### config.mk
export PLATFORM = sky130hd
export DESIGN_NAME = bus_transfer_sequencer_flat
export DESIGN_NICKNAME = d
export VERILOG_FILES = /design/src/rtl/bus_transfer_sequencer_if.sv /design/src/rtl/bus_transfer_sequencer.sv /design/src/flat_wrapper.sv
export SDC_FILE = /design/constraint.sdc
export NUM_CORES = 1
export LEC_CHECK = 0
export CORE_MARGIN = 4
export CORE_UTILIZATION = 38
export CTS_BUF_LIST = sky130_fd_sc_hd__clkbuf_8
export CTS_CLUSTER_DIAMETER = 30
export DETAILED_ROUTE_END_ITERATION = 10
export PLACE_DENSITY = 0.77
export SLEW_MARGIN = 40
export SYNTH_ARGS = -nofsm -noshare
export SYNTH_HDL_FRONTEND = slang
export SYNTH_SLANG_ARGS = --single-unit
### constraint.sdc
create_clock -name register_clock -period 1.5 [get_ports register_clock]
set_clock_uncertainty 0.2 [all_clocks]
set_input_delay 0.15 -clock register_clock [delete_from_list [all_inputs] [get_ports register_clock]]
set_output_delay 0.15 -clock register_clock [all_outputs]
set_load 0.05 [all_outputs]
### src/rtl/bus_transfer_sequencer_if.sv
// Register-bus transfer interface: four requesters, one-hot register enables.
// Build option: BUS_ROUND_ROBIN_EN changes the sequencer's arbitration only.
// The master modport is the sequencer; the slave modport is the requester/register side.
interface bus_transfer_sequencer_if #(
  parameter int NUM_REGS = 8
);
  logic [3:0]          req;
  logic [11:0]         req_src;
  logic [11:0]         req_dst;
  logic [NUM_REGS-1:0] bus_out_en;
  logic [NUM_REGS-1:0] bus_in_en;
  logic [3:0]          grant;
  logic                err;
  logic                busy;

  modport master (
    input  req, req_src, req_dst,
    output bus_out_en, bus_in_en, grant, err, busy
  );

  modport slave (
    output req, req_src, req_dst,
    input  bus_out_en, bus_in_en, grant, err, busy
  );
endinterface

### src/rtl/bus_transfer_sequencer.sv
// Register-to-register bus transfer sequencer for four requesters.
// Latency: 4 cycles per valid transfer (arbitrate, drive, latch, done); 2 cycles per rejected transfer.
// Backpressure: requests wait unacknowledged while busy. BUS_ROUND_ROBIN_EN selects round-robin arbitration.
module bus_transfer_sequencer #(
  parameter int NUM_REGS = 8,
  parameter int ID_W     = 3
) (
  input logic                    register_clock,
  input logic                    register_reset,
  bus_transfer_sequencer_if.master bus
);

  typedef enum logic [1:0] {IDLE, DRIVE, LATCH, DONE} state_t;

  localparam logic [31:0] NREG_U = NUM_REGS;

  state_t          state_q, state_d;
  logic [ID_W-1:0] src_q, dst_q;
  logic [ID_W-1:0] cand_src, cand_dst;
  logic [1:0]      sel_q;
  logic [1:0]      pick;
  logic            rej_q;
  logic            cand_rej;
  logic            any_req;
  logic            capture;

  assign any_req = |bus.req;
  assign capture = (state_q == IDLE) && any_req;

`ifdef BUS_ROUND_ROBIN_EN
  // ptr_q holds the last requester served; reset value 3 makes requester 0 first in line.
  logic [1:0] ptr_q;
  logic       rr_found;

  // Round-robin pick: scan starting just after the last served requester, wrapping 3 -> 0.
  always_comb begin
    pick     = 2'd0;
    rr_found = 1'b0;
    for (int k = 0; k < 4; k++) begin
      if (!rr_found && bus.req[ptr_q + 2'(k + 1)]) begin
        pick     = ptr_q + 2'(k + 1);
        rr_found = 1'b1;
      end
    end
  end

  // Advance the pointer whenever a requester is captured, rejected or not.
  always_ff @(posedge register_clock) begin
    if (register_reset) begin
      ptr_q <= 2'd3;
    end else if (capture) begin
      ptr_q <= pick;
    end
  end
`else
  // Fixed-priority pick: lowest-numbered active requester wins.
  always_comb begin
    pick = 2'd0;
    for (int i = 3; i >= 0; i--) begin
      if (bus.req[i]) begin
        pick = 2'(i);
      end
    end
  end
`endif

  // Candidate IDs of the picked requester and the reject decision for them.
  always_comb begin
    cand_src = bus.req_src[ID_W*pick +: ID_W];
    cand_dst = bus.req_dst[ID_W*pick +: ID_W];
    cand_rej = (cand_src == cand_dst) ||
               (32'(cand_src) >= NREG_U) ||
               (32'(cand_dst) >= NREG_U);
  end

  // State register plus the transfer context, frozen at capture for the whole transfer.
  always_ff @(posedge register_clock) begin
    if (register_reset) begin
      state_q <= IDLE;
      src_q   <= '0;
      dst_q   <= '0;
      sel_q   <= 2'd0;
      rej_q   <= 1'b0;
    end else begin
      state_q <= state_d;
      if (capture) begin
        src_q <= cand_src;
        dst_q <= cand_dst;
        sel_q <= pick;
        rej_q <= cand_rej;
      end
    end
  end

  // Next state: rejected transfers skip straight to DONE so only grant/err are seen.
  always_comb begin
    state_d = state_q;
    case (state_q)
      IDLE:    if (any_req) state_d = cand_rej ? DONE : DRIVE;
      DRIVE:   state_d = LATCH;
      LATCH:   state_d = DONE;
      DONE:    state_d = IDLE;
      default: state_d = IDLE;
    endcase
  end

  // Moore outputs: enables decoded from the held IDs, so at most one driver is ever on.
  always_comb begin
    bus.bus_out_en = '0;
    bus.bus_in_en  = '0;
    bus.grant      = 4'b0000;
    bus.err        = 1'b0;
    bus.busy       = (state_q != IDLE);
    case (state_q)
      DRIVE: begin
        for (int i = 0; i < NUM_REGS; i++) begin
          bus.bus_out_en[i] = (src_q == ID_W'(i));
        end
      end
      LATCH: begin
        for (int i = 0; i < NUM_REGS; i++) begin
          bus.bus_out_en[i] = (src_q == ID_W'(i));
          bus.bus_in_en[i]  = (dst_q == ID_W'(i));
        end
      end
      DONE: begin
        bus.grant[sel_q] = 1'b1;
        bus.err          = rej_q;
      end
      default: ;
    endcase
  end

endmodule
### src/flat_wrapper.sv
// flat-port wrapper written by rule: the top's interface ports become plain ports
module bus_transfer_sequencer_flat 
#(
  parameter int NUM_REGS = 8,
  parameter int ID_W     = 3
)
  (register_clock, register_reset, bus_req, bus_req_src, bus_req_dst, bus_bus_out_en, bus_bus_in_en, bus_grant, bus_err, bus_busy);
  bus_transfer_sequencer_if #(.NUM_REGS(NUM_REGS)) bus_i ();
  input logic register_clock;
  input logic register_reset;
  input wire logic [$bits(bus_i.req)-1:0] bus_req;
  input wire logic [$bits(bus_i.req_src)-1:0] bus_req_src;
  input wire logic [$bits(bus_i.req_dst)-1:0] bus_req_dst;
  output wire logic [$bits(bus_i.bus_out_en)-1:0] bus_bus_out_en;
  output wire logic [$bits(bus_i.bus_in_en)-1:0] bus_bus_in_en;
  output wire logic [$bits(bus_i.grant)-1:0] bus_grant;
  output wire logic [$bits(bus_i.err)-1:0] bus_err;
  output wire logic [$bits(bus_i.busy)-1:0] bus_busy;
  assign bus_i.req = bus_req;
  assign bus_i.req_src = bus_req_src;
  assign bus_i.req_dst = bus_req_dst;
  assign bus_bus_out_en = bus_i.bus_out_en;
  assign bus_bus_in_en = bus_i.bus_in_en;
  assign bus_grant = bus_i.grant;
  assign bus_err = bus_i.err;
  assign bus_busy = bus_i.busy;
  bus_transfer_sequencer #(.NUM_REGS(NUM_REGS), .ID_W(ID_W)) u_core (.register_clock(register_clock), .register_reset(register_reset), .bus(bus_i));
endmodule
==> results.md, run 1 <==
* EDFF count, synth at 0
* Net Count, Synth at 191
* Placed wire-length estimate after detailed placement at 3420 um
* Number of instances in the synthesized netlist at 158
* Last stage reached: global routing
* Predominant post-synthesis flop cell: sky130_fd_sc_hd__dfxtp_1
* Fraction of the mapped netlist area in compound gates at 0.163
* RePlAce Congestion at 0.820
* Die X at 63.2 um
* Simple-gate share of the synthesized area at 0.549
* Chip Height at 63.2 um
* Number of distinct library cells after synthesis at 36
* Yosys warning total at 0
* I/O pin count at 52
* Share of cell area taken by muxes after synthesis at 0
* Area share of xor/xnor cells in the synthesized design at 0
* Rows at 19
* Count of state elements after synthesis at 11
* Root buf cell: sky130_fd_sc_hd__clkbuf_8
* Max H-tree Level at 1
* Adder-cell share of the synthesized area at 0.0325
* Pin count of the biggest net entering global routing at 12
* Cell Area, Placed at 0.00228 mm^2
* Number of input and output port buffers inserted at 51
* Count of hold buffers inserted by post-cts repair at 0
* Worst_ep grt: bus_bus_out_en[2]
* Number of buffers created by CTS at 3
* Largest buffer count on any clock path at 2
* Synthesized area per cell at 7.32 um^2
* Run Error: [ERROR DPL-0038] Utilization greater than 100%, impossible to legalize
* Starting density of the core at 0.409
* Dominant combinational cell family by area after synthesis: simple AND/OR/NAND/NOR gates
* Worst endpoint pin kind: output port
* Result of the run: aborted with a tool error
* Fraction of the yosys area taken by sequential cells at 0.190
* Number of sinks driven by the clock tree at 11
* Netlist area before placement at 0.00116 mm^2
* FFs w/ async S/R, synth at 0
[cell families after synthesis]
logic type	count (synthesis)
buffers and inverters	13
adder cells (fa/ha/maj)	3
flip-flops	11
AND/OR/NAND/NOR	101
AO/OA/AOI/OAI	30
[Yosys cell counts, drive strengths merged, types with 2 or more instances]
cell | instances | area share
nand2 | 12 | 0.039
inv | 6 | 0.019
o21ai | 7 | 0.030
nand2b | 6 | 0.032
o31ai | 3 | 0.024
nor4 | 6 | 0.043
and3 | 3 | 0.016
o41ai | 3 | 0.029
and2 | 2 | 0.011
nor2b | 12 | 0.076
clkbuf | 3 | 0.013
nor3 | 13 | 0.087
ha | 3 | 0.032
buf | 4 | 0.032
nor3b | 14 | 0.11
dfxtp | 11 | 0.19
nor2 | 24 | 0.084
nand3 | 6 | 0.026
a21oi | 14 | 0.061
[metrics by stage]
step / util / hold WS [ns] / cells / worst slack (ns)
floorplan: - / 0.132 / 158 / -0.121
global placement: 0.807 / 0.253 / 260 / -0.540
detailed placement: 0.807 / 0.274 / 260 / -0.688
CTS: 0.943 / 0.296 / 283 / -0.264
[repair_timing]
action,CTS
endpoints found under the setup margin,31
gates resized for setup,89
pin swaps,30
cloned,4
buffers inserted,16
==> run 2, diff against run 1 <==
CORE_UTILIZATION = 23   (was 38)
CTS_BUF_LIST = default   (was sky130_fd_sc_hd__clkbuf_8)
CTS_CLUSTER_DIAMETER = default   (was 30)
PLACE_DENSITY = default   (was 0.77)
PLACE_DENSITY_LB_ADDON = 0.15   (was default)
clock period = 2 ns   (was 1.5 ns; I/O delays follow)
==> results.md, run 2 <==
* Max-Slew Margin vs Limit at 0.789
* Slew of the pin with the lowest slew margin at 0.314 ns
* DIE AREA at 0.00623 mm^2
* Internal power summed over all cells at 729 uW
* Part of the power in the clock network at 0.183
* Predominant post-synthesis flop cell: sky130_fd_sc_hd__dfxtp_1
* Area of the multi-input gates at 955 um^2
* Crit path cell chain: clkdlybuf4s50_1 -> buf_4 -> or4_4 -> nor3_4 -> a21oi_1 -> or2_2 -> o31ai_1
* Slew Viols, Final at 0
* Number of sinks driven by the clock tree at 11
* Startpoint of the lowest-slack hold path: u_core.dst_q[0]$_SDFFE_PP0P_
* Via Count at 1315
* Setup repair after global routing missed its margin: yes
* Max capacitance violation total at 0
* Cell family with most CP delay: simple AND/OR/NAND/NOR gates
* Number of input and output port buffers inserted at 51
* Die X at 78.9 um
* Class of the tightest hold or removal check: flop to flop
* Commonest non-fill, non-tap cells in the layout: sky130_fd_sc_hd__clkdlybuf4s50_1 (28), sky130_fd_sc_hd__buf_12 (23), sky130_fd_sc_hd__nor2_1 (19)
* Total Power Consumption at 1.21 mW
* Switching Share at 0.396
* Fraction of the yosys area taken by sequential cells at 0.190
* EDFF count, synth at 0
* Critical-path cell with the highest stage delay: sky130_fd_sc_hd__or4_4
* Chip Height at 78.9 um
* Clock latency on the worst-skew pair at 0.23 ns
* Reg-to-reg endpoint: u_core.state_q[1]$_SDFFE_PP0P_
* Crit path required time at 1.95 ns
* Number of inserted diodes at 0
* Rows at 25
* Nets at 259
* DRC marker count from the first detailed-route iteration at 55
* Cell count along the critical path at 7
* Number of search-and-repair iterations in the first detailed-routing pass at 4
* Fraction of final layout cells sized beyond drive strength 1 at 0.369
* Net Count, Synth at 191
* Pin count of the biggest net entering global routing at 22
* Time the final worst path needs with I/O delays and setup at 1.93 ns
* Post-CTS setup buffer count at 0
* TritonCTS clock tree: done
* Max H-tree Level at 1
* Top area cells in the synthesized netlist: sky130_fd_sc_hd__dfxtp_1 (19%), sky130_fd_sc_hd__nor2_1 (7.5%), sky130_fd_sc_hd__a21oi_1 (6.1%)
* Wire length reported by the detailed router at 3390 um
* Yosys warning total at 0
* GRT Resource Usage Total at 0.113
* Largest buffer count on any clock path at 2
* Worst reg-to-reg setup slack at 0.31 ns
* Startpoint of the most critical register-to-register path: u_core.state_q[1]$_SDFFE_PP0P_
* Cell depth of the worst flop-to-flop path at 7
* Most common cell after layout, fill and taps aside: sky130_fd_sc_hd__clkdlybuf4s50_1
* Result of the run: finished, final reports clean
* Count of endpoints failing hold in the final timing report at 0
* Synth top area share at 0.190
* Endpoint class of the critical path: flop
* Register area at 220 um^2
* Number of distinct library cells after synthesis at 36
* Most instantiated cells after synthesis: sky130_fd_sc_hd__nor2_1 (23), sky130_fd_sc_hd__a21oi_1 (14), sky130_fd_sc_hd__nand2_1 (12)
* Number of global-route vias before repair at 1254
* FFs w/ async S/R, synth at 0
* Cell accounting for the most synthesized area: sky130_fd_sc_hd__dfxtp_1
* Global-route wire length before repair at 5730 um
* Placed wire-length estimate after detailed placement at 2880 um
* Peak supply drop at 0.215 mV
* Standard cell core area at 0.00479 mm^2
* Hold Crit Depth at 2
* Congestion Overflow GR at 0
* Portion of total power attributed to combinational logic at 0.565
* Net switching power at 478 uW
* Root buf cell: sky130_fd_sc_hd__clkbuf_8
* Synthesis-to-finish area growth at 91.6%
* Netlist area before placement at 0.00116 mm^2
* Total power per unit cell area at 545 mW/mm^2
* Wirelength per Cell at 11.6 um
* I/O pin count at 52
* Timing-limited maximum frequency at 519 MHz
* Worst Path Buf+Inv at 2
* Post-CTS clock slew at the launch and capture registers of the worst setup and hold paths at 0.05 ns
* Starting density of the core at 0.242
* RePlAce Congestion at 0.825
* Initial antenna violation count at 0
* DRC Markers at 0
* Fraction of power consumed by sequential logic at 0.252
* Arrival time worst endpoint at 1.88 ns
* Max stage delay on crit path at 0.58 ns
* Hold Path End: u_core.dst_q[0]$_SDFFE_PP0P_
* Most common cell in the netlist: sky130_fd_sc_hd__nor2_1
* Via density at 4.50
* Synthesized area per cell at 7.32 um^2
* Final core utilization at 0.463
* Number of fill cells in the layout at 481
* Number of instances in the synthesized netlist at 158
* Maximum fanout encountered on the critical timing path at 5
* Final ANT Viol Nets at 0
* Number of buffers created by CTS at 3
* Startpoint kind of the worst setup timing path: primary input
* Biggest regs: u_core.dst_q (3), u_core.src_q (3)
* Count of hold buffers inserted by post-cts repair at 0
* Leakage power total at 0.813 nW
* Ratio of final minimum period to clock period at 0.963
* Total setup violations reported at the end of the flow at 0
* Count of state elements after synthesis at 11
* Category of the most critical setup path: primary input to flop
-- run 2: cell counts after synthesis --
Identical to the previous run, type by type.
-- run 2: final cells by class --
| cell class | instances | share of cell area |
|---|---|---|
| Clock buffer | 4 | 0.0203 |
| Inverter | 6 | 0.0102 |
| Sequential cell | 11 | 0.0994 |
| Timing Repair Buffer | 70 | 0.401 |
| Multi-Input combinational cell | 134 | 0.431 |
| Tap cell | 67 | 0.0379 |
-- run 2: per-stage QoR --
step                std cells  hold slack [ns]  TNS (ns)  cell area, um^2  worst slack [ns]
floorplan                 158            0.185         0             1190             0.130
finish                    292            0.267         0             2210            0.0735
detailed placement        288            0.254     -1.47             2100            -0.202
CTS                       292            0.260         0             2150            0.0443
global placement          288            0.253     -1.54             2100            -0.213
global route              292            0.291   -0.0197             2210           -0.0192
-- run 2: layer usage --
metal | GRT usage | part of all wire | up-vias | routed length [um]
li1 | - | - | 695 | -
met4 | 0.0361 | 0.010 | 0 | 35
met1 | 0.145 | 0.45 | 582 | 1520
met5 | 0 | 0 | - | 0
met3 | 0.0215 | 0.045 | 2 | 152
met2 | 0.191 | 0.50 | 36 | 1690
-- run 2: power groups by stage --
stage	combinational (mW)	clock, mW	sequential, mW
finish	0.682	0.221	0.304
global route	0.737	0.243	0.311
CTS	0.639	0.227	0.302
detailed placement	0.636	0	0.306
global placement	0.639	0	0.305
floorplan	0.352	0	0.296
-- run 2: kinds of logic (layout without fill, tap and decap cells) --
group	after synthesis	count (layout)	synth area share
buffers and inverters	13	80	0.0649
AND/OR/NAND/NOR	101	101	0.549
flip-flops	11	11	0.190
AO/OA/AOI/OAI	30	30	0.163
adder cells (fa/ha/maj)	3	3	0.0325
-- run 2: how the worst max path moves through the flow --
| stage | end | startpoint | slack, ns |
|---|---|---|---|
| final | u_core.state_q[1]$_SDFFE_PP0P_ | bus_req[0] | 0.07 |
| after global routing | u_core.state_q[1]$_SDFFE_PP0P_ | bus_req[0] | -0.02 |
| after CTS | bus_bus_out_en[6] | u_core.state_q[1]$_SDFFE_PP0P_ | 0.04 |
| after detailed placement | u_core.dst_q[1]$_SDFFE_PP0P_ | bus_req[2] | -0.20 |
| after global placement | u_core.dst_q[1]$_SDFFE_PP0P_ | bus_req[2] | -0.21 |
| after floorplan | bus_bus_out_en[1] | u_core.state_q[1]$_SDFFE_PP0P_ | 0.13 |
-- run 2: worst reg2reg max path: cells and delay by family, from the launching register on --
| kind | cells | cell delay [ns] |
|---|---|---|
| AOI/OAI and AO/OA | 2 | 0.11 |
| adders and majority gates | 1 | 0.20 |
| buffers and inverters | 2 | 0.30 |
| DFF | 1 | 0.33 |
| and+or+nand+nor | 2 | 0.47 |
-- run 2: what timing repair did --
item                                    4_1_cts  5_1_grt
resized for setup                             0       16
hold endpoints to repair                      0        0
endpoints found under the setup margin        0       12
Note: power is estimated with default switching activity, not from simulation.
==> run 3, diff against run 2 <==
CORE_AREA = 4 4 65 67   (was default)
CORE_MARGIN = default   (was 4)
CORE_UTILIZATION = default   (was 23)
DIE_AREA = 0 0 69 71   (was default)
==> results.md, run 3 (synthesis results as in run 2) <==
* Category of the most critical setup path: primary input to flop
* Result of the run: finished, final reports clean
* Root buf cell: sky130_fd_sc_hd__clkbuf_8
* Total Power Consumption at 1.18 mW
* Final core utilization at 0.598
* Placement Setup Slack at -0.178 ns
* DIE AREA at 0.00490 mm^2
* Class of the tightest hold or removal check: flop to flop
* Endpoint class of the critical path: flop
* Count of endpoints failing hold in the final timing report at 0
* Total setup violations reported at the end of the flow at 0
* Total power per unit cell area at 541 mW/mm^2
* Resized cells post-CTS at 0
* Timing-limited maximum frequency at 518 MHz
* Biggest regs: u_core.dst_q (3), u_core.src_q (3)
* Ratio of final minimum period to clock period at 0.966
* Max H-tree Level at 1
* Cell area after layout at 0.00217 mm^2
* Leakage power total at 0.800 nW
* Standard cell core area at 0.00363 mm^2
* Post-CTS clock slew at the launch and capture registers of the worst setup and hold paths at 0.05 ns
* Inst Count DP at 268
* Nets at 258
* Hold Crit Depth at 2
* RePlAce Congestion at 0.853
* Starting density of the core at 0.318
* Wire length reported by the detailed router at 3330 um
* Crit path required time at 1.94 ns
* Fraction of final layout cells sized beyond drive strength 1 at 0.371
* Pin count of the biggest net entering global routing at 17
* Synthesis-to-finish area growth at 88.0%
* Worst reg-to-reg setup slack at 0.41 ns
* Congestion Overflow GR at 0
* Slew of the pin with the lowest slew margin at 0.414 ns
* Chip Height at 71 um
* I/O pin count at 52
* Slew Viols, Final at 0
* Maximum fanout encountered on the critical timing path at 9
* Wirelength per Cell at 12.2 um
* Startpoint of the lowest-slack hold path: u_core.dst_q[0]$_SDFFE_PP0P_
* Setup TNS at 0 ns
* Post-CTS setup buffer count at 0
* Number of input and output port buffers inserted at 51
* Startpoint kind of the worst setup timing path: primary input
* Worst path setup slack after routing at 0.0678 ns
* Commonest non-fill, non-tap cells in the layout: sky130_fd_sc_hd__clkdlybuf4s50_1 (29), sky130_fd_sc_hd__nor2_1 (23), sky130_fd_sc_hd__buf_12 (21)
* Peak supply drop at 0.208 mV
* Via Count at 1310
* TritonCTS clock tree: done
* Number of fill cells in the layout at 334
* Number of inserted diodes at 0
* Final hold slack at 0.263 ns
* Rows at 22
* Most common cell after layout, fill and taps aside: sky130_fd_sc_hd__clkdlybuf4s50_1
* Final ANT Viol Nets at 0
* Die X at 69 um
* Count of hold buffers inserted by post-cts repair at 0
* Critical path origin: bus_req[2]
* Setup repair after global routing missed its margin: yes
* DRC marker count from the first detailed-route iteration at 22
* Clock latency on the worst-skew pair at 0.23 ns
* Max capacitance violation total at 0
* GRT Resource Usage Total at 0.132
* Global-route wire length before repair at 5590 um
* DRC Markers at 0
* Initial antenna violation count at 0
* Hold Path End: u_core.dst_q[0]$_SDFFE_PP0P_
* Number of buffers created by CTS at 3
* Reg-to-reg endpoint: u_core.state_q[1]$_SDFFE_PP0P_
* Cell depth of the worst flop-to-flop path at 7
* Cell Area, Placed at 0.00206 mm^2
* Number of global-route vias before repair at 1336
* Startpoint of the most critical register-to-register path: u_core.state_q[1]$_SDFFE_PP0P_
* Max-Slew Margin vs Limit at 0.723
* Via density at 4.82
* Time the final worst path needs with I/O delays and setup at 1.93 ns
* Largest buffer count on any clock path at 2
* Arrival time worst endpoint at 1.87 ns
* Placed wire-length estimate after detailed placement at 2820 um
* Number of sinks driven by the clock tree at 11
* Number of search-and-repair iterations in the first detailed-routing pass at 4
* Final standard cell count with taps included and fillers excluded at 272
run 3: cell count changes in the layout (fill, tap and decap cells not counted), sizes merged:
cell	delta
clkbuf	+1
buf	-2
clkdlybuf4s50	+1
dlymetal6s2s	-1
run 3: worst max path at each step:
stage / cells after the start / endpoint / slack [ns]
2_1_floorplan: 4 / bus_bus_out_en[1] / 0.13
3_3_place_gp: 6 / u_core.src_q[0]$_SDFFE_PP0P_ / -0.17
3_5_place_dp: 6 / u_core.src_q[0]$_SDFFE_PP0P_ / -0.18
4_1_cts: 5 / bus_bus_out_en[3] / 0.05
5_1_grt: 7 / u_core.rej_q$_SDFFE_PP0P_ / -0.15
6_report: 7 / u_core.rej_q$_SDFFE_PP0P_ / 0.07
run 3: worst max-delay path, cell delays in order:
cell	delay, ns
sky130_fd_sc_hd__clkdlybuf4s50_1	0.44
sky130_fd_sc_hd__buf_4	0.19
sky130_fd_sc_hd__nor3b_1	0.38
sky130_fd_sc_hd__o21ai_0	0.18
sky130_fd_sc_hd__a21oi_1	0.18
sky130_fd_sc_hd__nor3_2	0.07
sky130_fd_sc_hd__o31ai_1	0.23
run 3: layer usage:
metal,share of wire,routed length [um],track usage
met4,0.013,42,0.0542
met2,0.54,1800,0.252
met5,0,0,0
met1,0.41,1370,0.149
met3,0.034,112,0.0128
run 3: layout make-up:
class | count | area [um^2] | area share
Timing Repair Buffer | 69 | 871 | 0.401
Inverter | 6 | 22.5 | 0.0104
Tap cell | 48 | 60.1 | 0.0276
Clock buffer | 4 | 45.0 | 0.0207
Multi-Input combinational cell | 134 | 952 | 0.438
Sequential cell | 11 | 223 | 0.102
run 3: report_power, final:
| group | internal [mW] | switching (mW) | total (mW) |
|---|---|---|---|
| sequential | 0.260 | 0.0423 | 0.302 |
| combinational | 0.321 | 0.337 | 0.659 |
| clock | 0.139 | 0.0753 | 0.215 |
| total | 0.720 | 0.455 | 1.18 |
==> run 4, diff against run 3 <==
PLACE_DENSITY = 0.61   (was default)
PLACE_DENSITY_LB_ADDON = default   (was 0.15)
==> results.md, run 4 (synthesis results as in run 2) <==
* Result of the run: finished, final reports clean
* Via density at 4.97
* Arrival time worst endpoint at 1.54 ns
* I/O pin count at 52
* Time the final worst path needs with I/O delays and setup at 1.94 ns
* Rows at 22
* Class of the tightest hold or removal check: flop to flop
* Cell Area, Placed at 0.00209 mm^2
* Leakage power total at 0.854 nW
* Critical-path cell with the highest stage delay: sky130_fd_sc_hd__dfxtp_1
* Maximum fanout encountered on the critical timing path at 4
* Commonest non-fill, non-tap cells in the layout: sky130_fd_sc_hd__clkdlybuf4s50_1 (27), sky130_fd_sc_hd__nor2_1 (23), sky130_fd_sc_hd__buf_12 (23)
* Cell family with most CP delay: flip-flops
* Max-Slew Margin vs Limit at 0.737
* Clock latency on the worst-skew pair at 0.23 ns
* Endpoint class of the critical path: output port
* GRT Resource Usage Total at 0.141
* Cell area after layout at 0.00223 mm^2
* Max stage delay on crit path at 0.38 ns
* Standard cell core area at 0.00363 mm^2
* DRC marker count from the first detailed-route iteration at 22
* Startpoint kind of the worst setup timing path: flop
* Number of global-route vias before repair at 1375
* Root buf cell: sky130_fd_sc_hd__clkbuf_8
* Inst Count DP at 271
* Biggest regs: u_core.dst_q (3), u_core.src_q (3)
* Worst reg-to-reg setup slack at 0.36 ns
* Nets at 264
* Fraction of final layout cells sized beyond drive strength 1 at 0.361
* Number of fill cells in the layout at 339
* Slew Viols, Final at 0
* Number of input and output port buffers inserted at 51
* Peak supply drop at 0.240 mV
* Max H-tree Level at 1
* Post-CTS clock slew at the launch and capture registers of the worst setup and hold paths at 0.05 ns
* DIE AREA at 0.00490 mm^2
* Synthesis-to-finish area growth at 93.0%
* Wire length reported by the detailed router at 3450 um
* Number of buffers created by CTS at 3
* Largest buffer count on any clock path at 2
* Pin count of the biggest net entering global routing at 17
* Setup repair after global routing missed its margin: yes
* Total power per unit cell area at 541 mW/mm^2
* Final core utilization at 0.614
* Max capacitance violation total at 0
* Number of sinks driven by the clock tree at 11
* Ratio of final minimum period to clock period at 0.971
* Final ANT Viol Nets at 0
* Most common cell after layout, fill and taps aside: sky130_fd_sc_hd__clkdlybuf4s50_1
* Chip Height at 71 um
* Total Power Consumption at 1.21 mW
* Number of search-and-repair iterations in the first detailed-routing pass at 4
* Crit path required time at 1.60 ns
* Via Count at 1382
* Placement Setup Slack at -0.227 ns
* Congestion Overflow GR at 0
* Timing-limited maximum frequency at 515 MHz
* Worst path setup slack after routing at 0.0585 ns
* Total setup violations reported at the end of the flow at 0
* Number of inserted diodes at 0
* Category of the most critical setup path: flop to output port
* Wirelength per Cell at 12.4 um
* DRC Markers at 0
* Count of hold buffers inserted by post-cts repair at 0
* Slew of the pin with the lowest slew margin at 0.394 ns
* Placed wire-length estimate after detailed placement at 2870 um
* Final standard cell count with taps included and fillers excluded at 278
* RePlAce Congestion at 0.833
* Die X at 69 um
* Crit path cell chain: inv_1 -> ha_4 -> nand2_1 -> nor2_1 -> buf_12
* TritonCTS clock tree: done
* Count of endpoints failing hold in the final timing report at 0
* Global-route wire length before repair at 5930 um
* Worst Path Buf+Inv at 2
* Initial antenna violation count at 0
* Starting density of the core at 0.318
==> run 4: per-stage QoR <==
| stage | TNS (ns) | hold slack [ns] |
|---|---|---|
| after global placement | -0.943 | 0.254 |
| final | 0 | 0.270 |
| after global routing | -0.0576 | 0.295 |
| after floorplan | 0 | 0.185 |
| after CTS | 0 | 0.271 |
| after detailed placement | -1.24 | 0.266 |
==> run 4: path summary, 6_finish.rpt <==
check | to | startpoint | cells past startpoint
setup / recovery | bus_bus_out_en[3] | u_core.state_q[1]$_SDFFE_PP0P_ | 5
hold / removal | u_core.src_q[1]$_SDFFE_PP0P_ | u_core.src_q[1]$_SDFFE_PP0P_ | 2
setup reg to reg | u_core.state_q[1]$_SDFFE_PP0P_ | u_core.state_q[1]$_SDFFE_PP0P_ | 7
hold reg to reg | u_core.src_q[1]$_SDFFE_PP0P_ | u_core.src_q[1]$_SDFFE_PP0P_ | 2
==> run 4: where the power goes <==
| part | internal, mW | total [mW] | switching (mW) |
|---|---|---|---|
| clock network | 0.140 | 0.218 | 0.0782 |
| logic | 0.341 | 0.685 | 0.344 |
| registers | 0.258 | 0.305 | 0.0467 |
| total | 0.739 | 1.21 | 0.469 |
==> run 4: routing by layer <==
layer	GRT usage	vias up	wire, um
met1	0.158	611	1390
met3	0.0298	12	183
met5	0	-	0
met4	0.0738	0	119
li1	-	707	-
met2	0.249	52	1760
==> run 4: cell type report <==
cell class	count	area, um^2	area share
clock buffer	4	45.0	0.0202
inverter	6	22.5	0.0101
multi-input combinational	134	951	0.426
sequential	11	220	0.0987
tap	48	60.1	0.0269
timing repair buffer	75	932	0.418
==> run 4: what timing repair did <==
action,4_1_cts,5_1_grt
endpoints found under the hold margin,0,0
buffers inserted,0,3
endpoints found under the setup margin,0,5
resized for setup,0,13
==> run 4: worst register-to-register path: cells and delay by family, from the launching register on <==
family,cells,cell delay [ns]
compound gates,2,0.12
fa+ha+maj,1,0.18
buf+inv,2,0.26
flops,1,0.34
simple gates,2,0.45
==> RTL edit, RTL diff (settings of run 4) <==
Encoding of `state_t`: now one-hot (4 bits for 4 states).
--- a/src/rtl/bus_transfer_sequencer.sv
+++ b/src/rtl/bus_transfer_sequencer.sv
@@ -10,7 +10,7 @@
   bus_transfer_sequencer_if.master bus
 );
 
-  typedef enum logic [1:0] {IDLE, DRIVE, LATCH, DONE} state_t;
+  typedef enum logic [3:0] {IDLE = 4'b0001, DRIVE = 4'b0010, LATCH = 4'b0100, DONE = 4'b1000} state_t;
 
   localparam logic [31:0] NREG_U = NUM_REGS;
 
Behaviour: no difference found for any inputs over 10 cycles, from zero or initial values and one cycle with register_reset high; not proved beyond that.
==> RTL edit against run 4 <==
- cell area rose by 1.3%
- power shrank 4.2%
- count of clock-buffer cells in the layout stayed put
- setup slack better by 0.025 ns
- routed wire length down 0.87%
- critical path depth did not move
- synthesized area is 2.6% higher
- first-iteration DRC count unchanged
- register-to-register slack lost 0.10 ns
- sequential cell count increased by 2
- critical endpoint is now bus_bus_in_en[4]
- largest cell class unchanged
==> RTL edit: results (changes against run 4) <==
- Status: completed
- Post-DP HPWL: 2.92 mm (+1.7%)
- Fillcell total: 338 (-0.29%)
- Clock net power: 227 uW (+4%)
- Cts repair resizes: 2 (+2)
- Peak supply drop: 0.263 mV (+9.5%)
- CTS max path bufs: 2 (unchanged)
- Non-clock inverter count: 3 (-3)
- Fraction of area in multi-input gates: 43.6% (+0.95 points)
- Vias per cell: 4.91 (-1.1%)
- Max incr delay on CP: 0.35 ns (-0.03 ns)
- Drt wl/cell: 12.7 um (+2.4%)
- Critical Path AT: 1.52 ns (-0.02 ns)
- Seq pwr share: 33.9% (+8.7 points)
- Synth Area in Adders: 0% (-3.2 points)
- First-pass GRT wire length: 5.61 mm (-5.5%)
- GR Util met2: 26.7% (+1.8 points)
- Setup WS pre-CTS: -0.267 ns (-0.0395 ns)
- Clock network share of area: 1.99% (-0.026 points)
- Sequential share of the synthesized area: 21.9% (+2.9 points)
- Clock power share: 19.6% (+1.6 points)
- Sequential share of cell area: 11.7% (+1.9 points)
- Critical Path Source: u_core.state_q[3]$_SDFFE_PP0P_
- Static Leakage: 0.000871 uW (+2.0%)
- Min-Delay Startpoint: u_core.rej_q$_SDFFE_PP0P_
- Final RePlAce weighted congestion: 0.829 (-0.54%)
- Number of global-route vias before repair: 1,298 (-5.6%)
- Slew HR: 70.0% (-3.7 points)
- Clock sinks: 13 (+2)
- Placed cell count: 262 (-3.3%)
- Xor/xnor share of the synthesized area: 0.738% (+0.74 points)
- Synth cell count leaders: nor2_1 (25), nand2_1 (14), dfxtp_1 (13)
- Post-synthesis compound-gate area fraction: 22.2% (+5.8 points)
- Net count, final: 252 (-4.5%)
- #MultiIn Comb: 131 (-2.2%)
- Repair and plain buffers: 70 (-6.7%)
- Global Route met1 Usage: 14.1% (-1.8 points)
- Post-Layout Cell Count: 269 (-3.2%)
- Slowest-stage cell, CP: dfxtp_2
- Clk slew on worst S/H paths: 0.05 ns (about the same)
- Syn Inst Count: 154 (-2.5%)
- Sw Ratio: 37.9% (-0.91 points)
- Ranking of synthesized cells by area: dfxtp_1 (22%), nor2_1 (7.9%), and2_1 (4.7%)
- Largest net degree at the start of global routing: 15 (-2)
- Met2 WL post-DR: 1.93 mm (+9.4%)
- NonClk Buf Share: 39.5% (-2.2 points)
- Register area: 265 um2 (+20%)
- Placed inst area: 2090 um2 (-0.18%)
- DR WL met3: 188 um (+2.7%)
- GRT Overall Usage: 13.5% (-0.55 points)
- Regs by FF count: u_core.state_q (4), u_core.dst_q (3), u_core.src_q (3)
- Routing usage on met3: 3.98% (+0.99 points)
==> RTL edit: cell count changes after synthesis, moves of 4 or more <==
| cell | change |
|---|---|
| a21oi_1 | -9 |
| and2_1 | +8 |
| and3b_1 | +6 |
| nor2b_1 | -6 |
| nor3b_1 | -6 |
| nand3b_1 | +5 |
| nor3_2 | -5 |
| nor3b_2 | -5 |
| a211oi_2 | +4 |
| o21ai_0 | -4 |
==> RTL edit: final timing paths <==
kind	end	slack (ns)	depth (start not counted)
max	bus_bus_in_en[4]	0.08	5
min	u_core.rej_q$_SDFFE_PP0P_	0.29	2
max reg2reg	u_core.sel_q[0]$_SDFFE_PP0P_	0.26	6
min reg2reg	u_core.rej_q$_SDFFE_PP0P_	0.29	2
==> RTL edit: critical path: cells and delay by family, from the launching register on <==
family,cells,cell delay (ns)
DFF,1,0.35
buffers and inverters,2,0.33
and+or+nand+nor,3,0.59
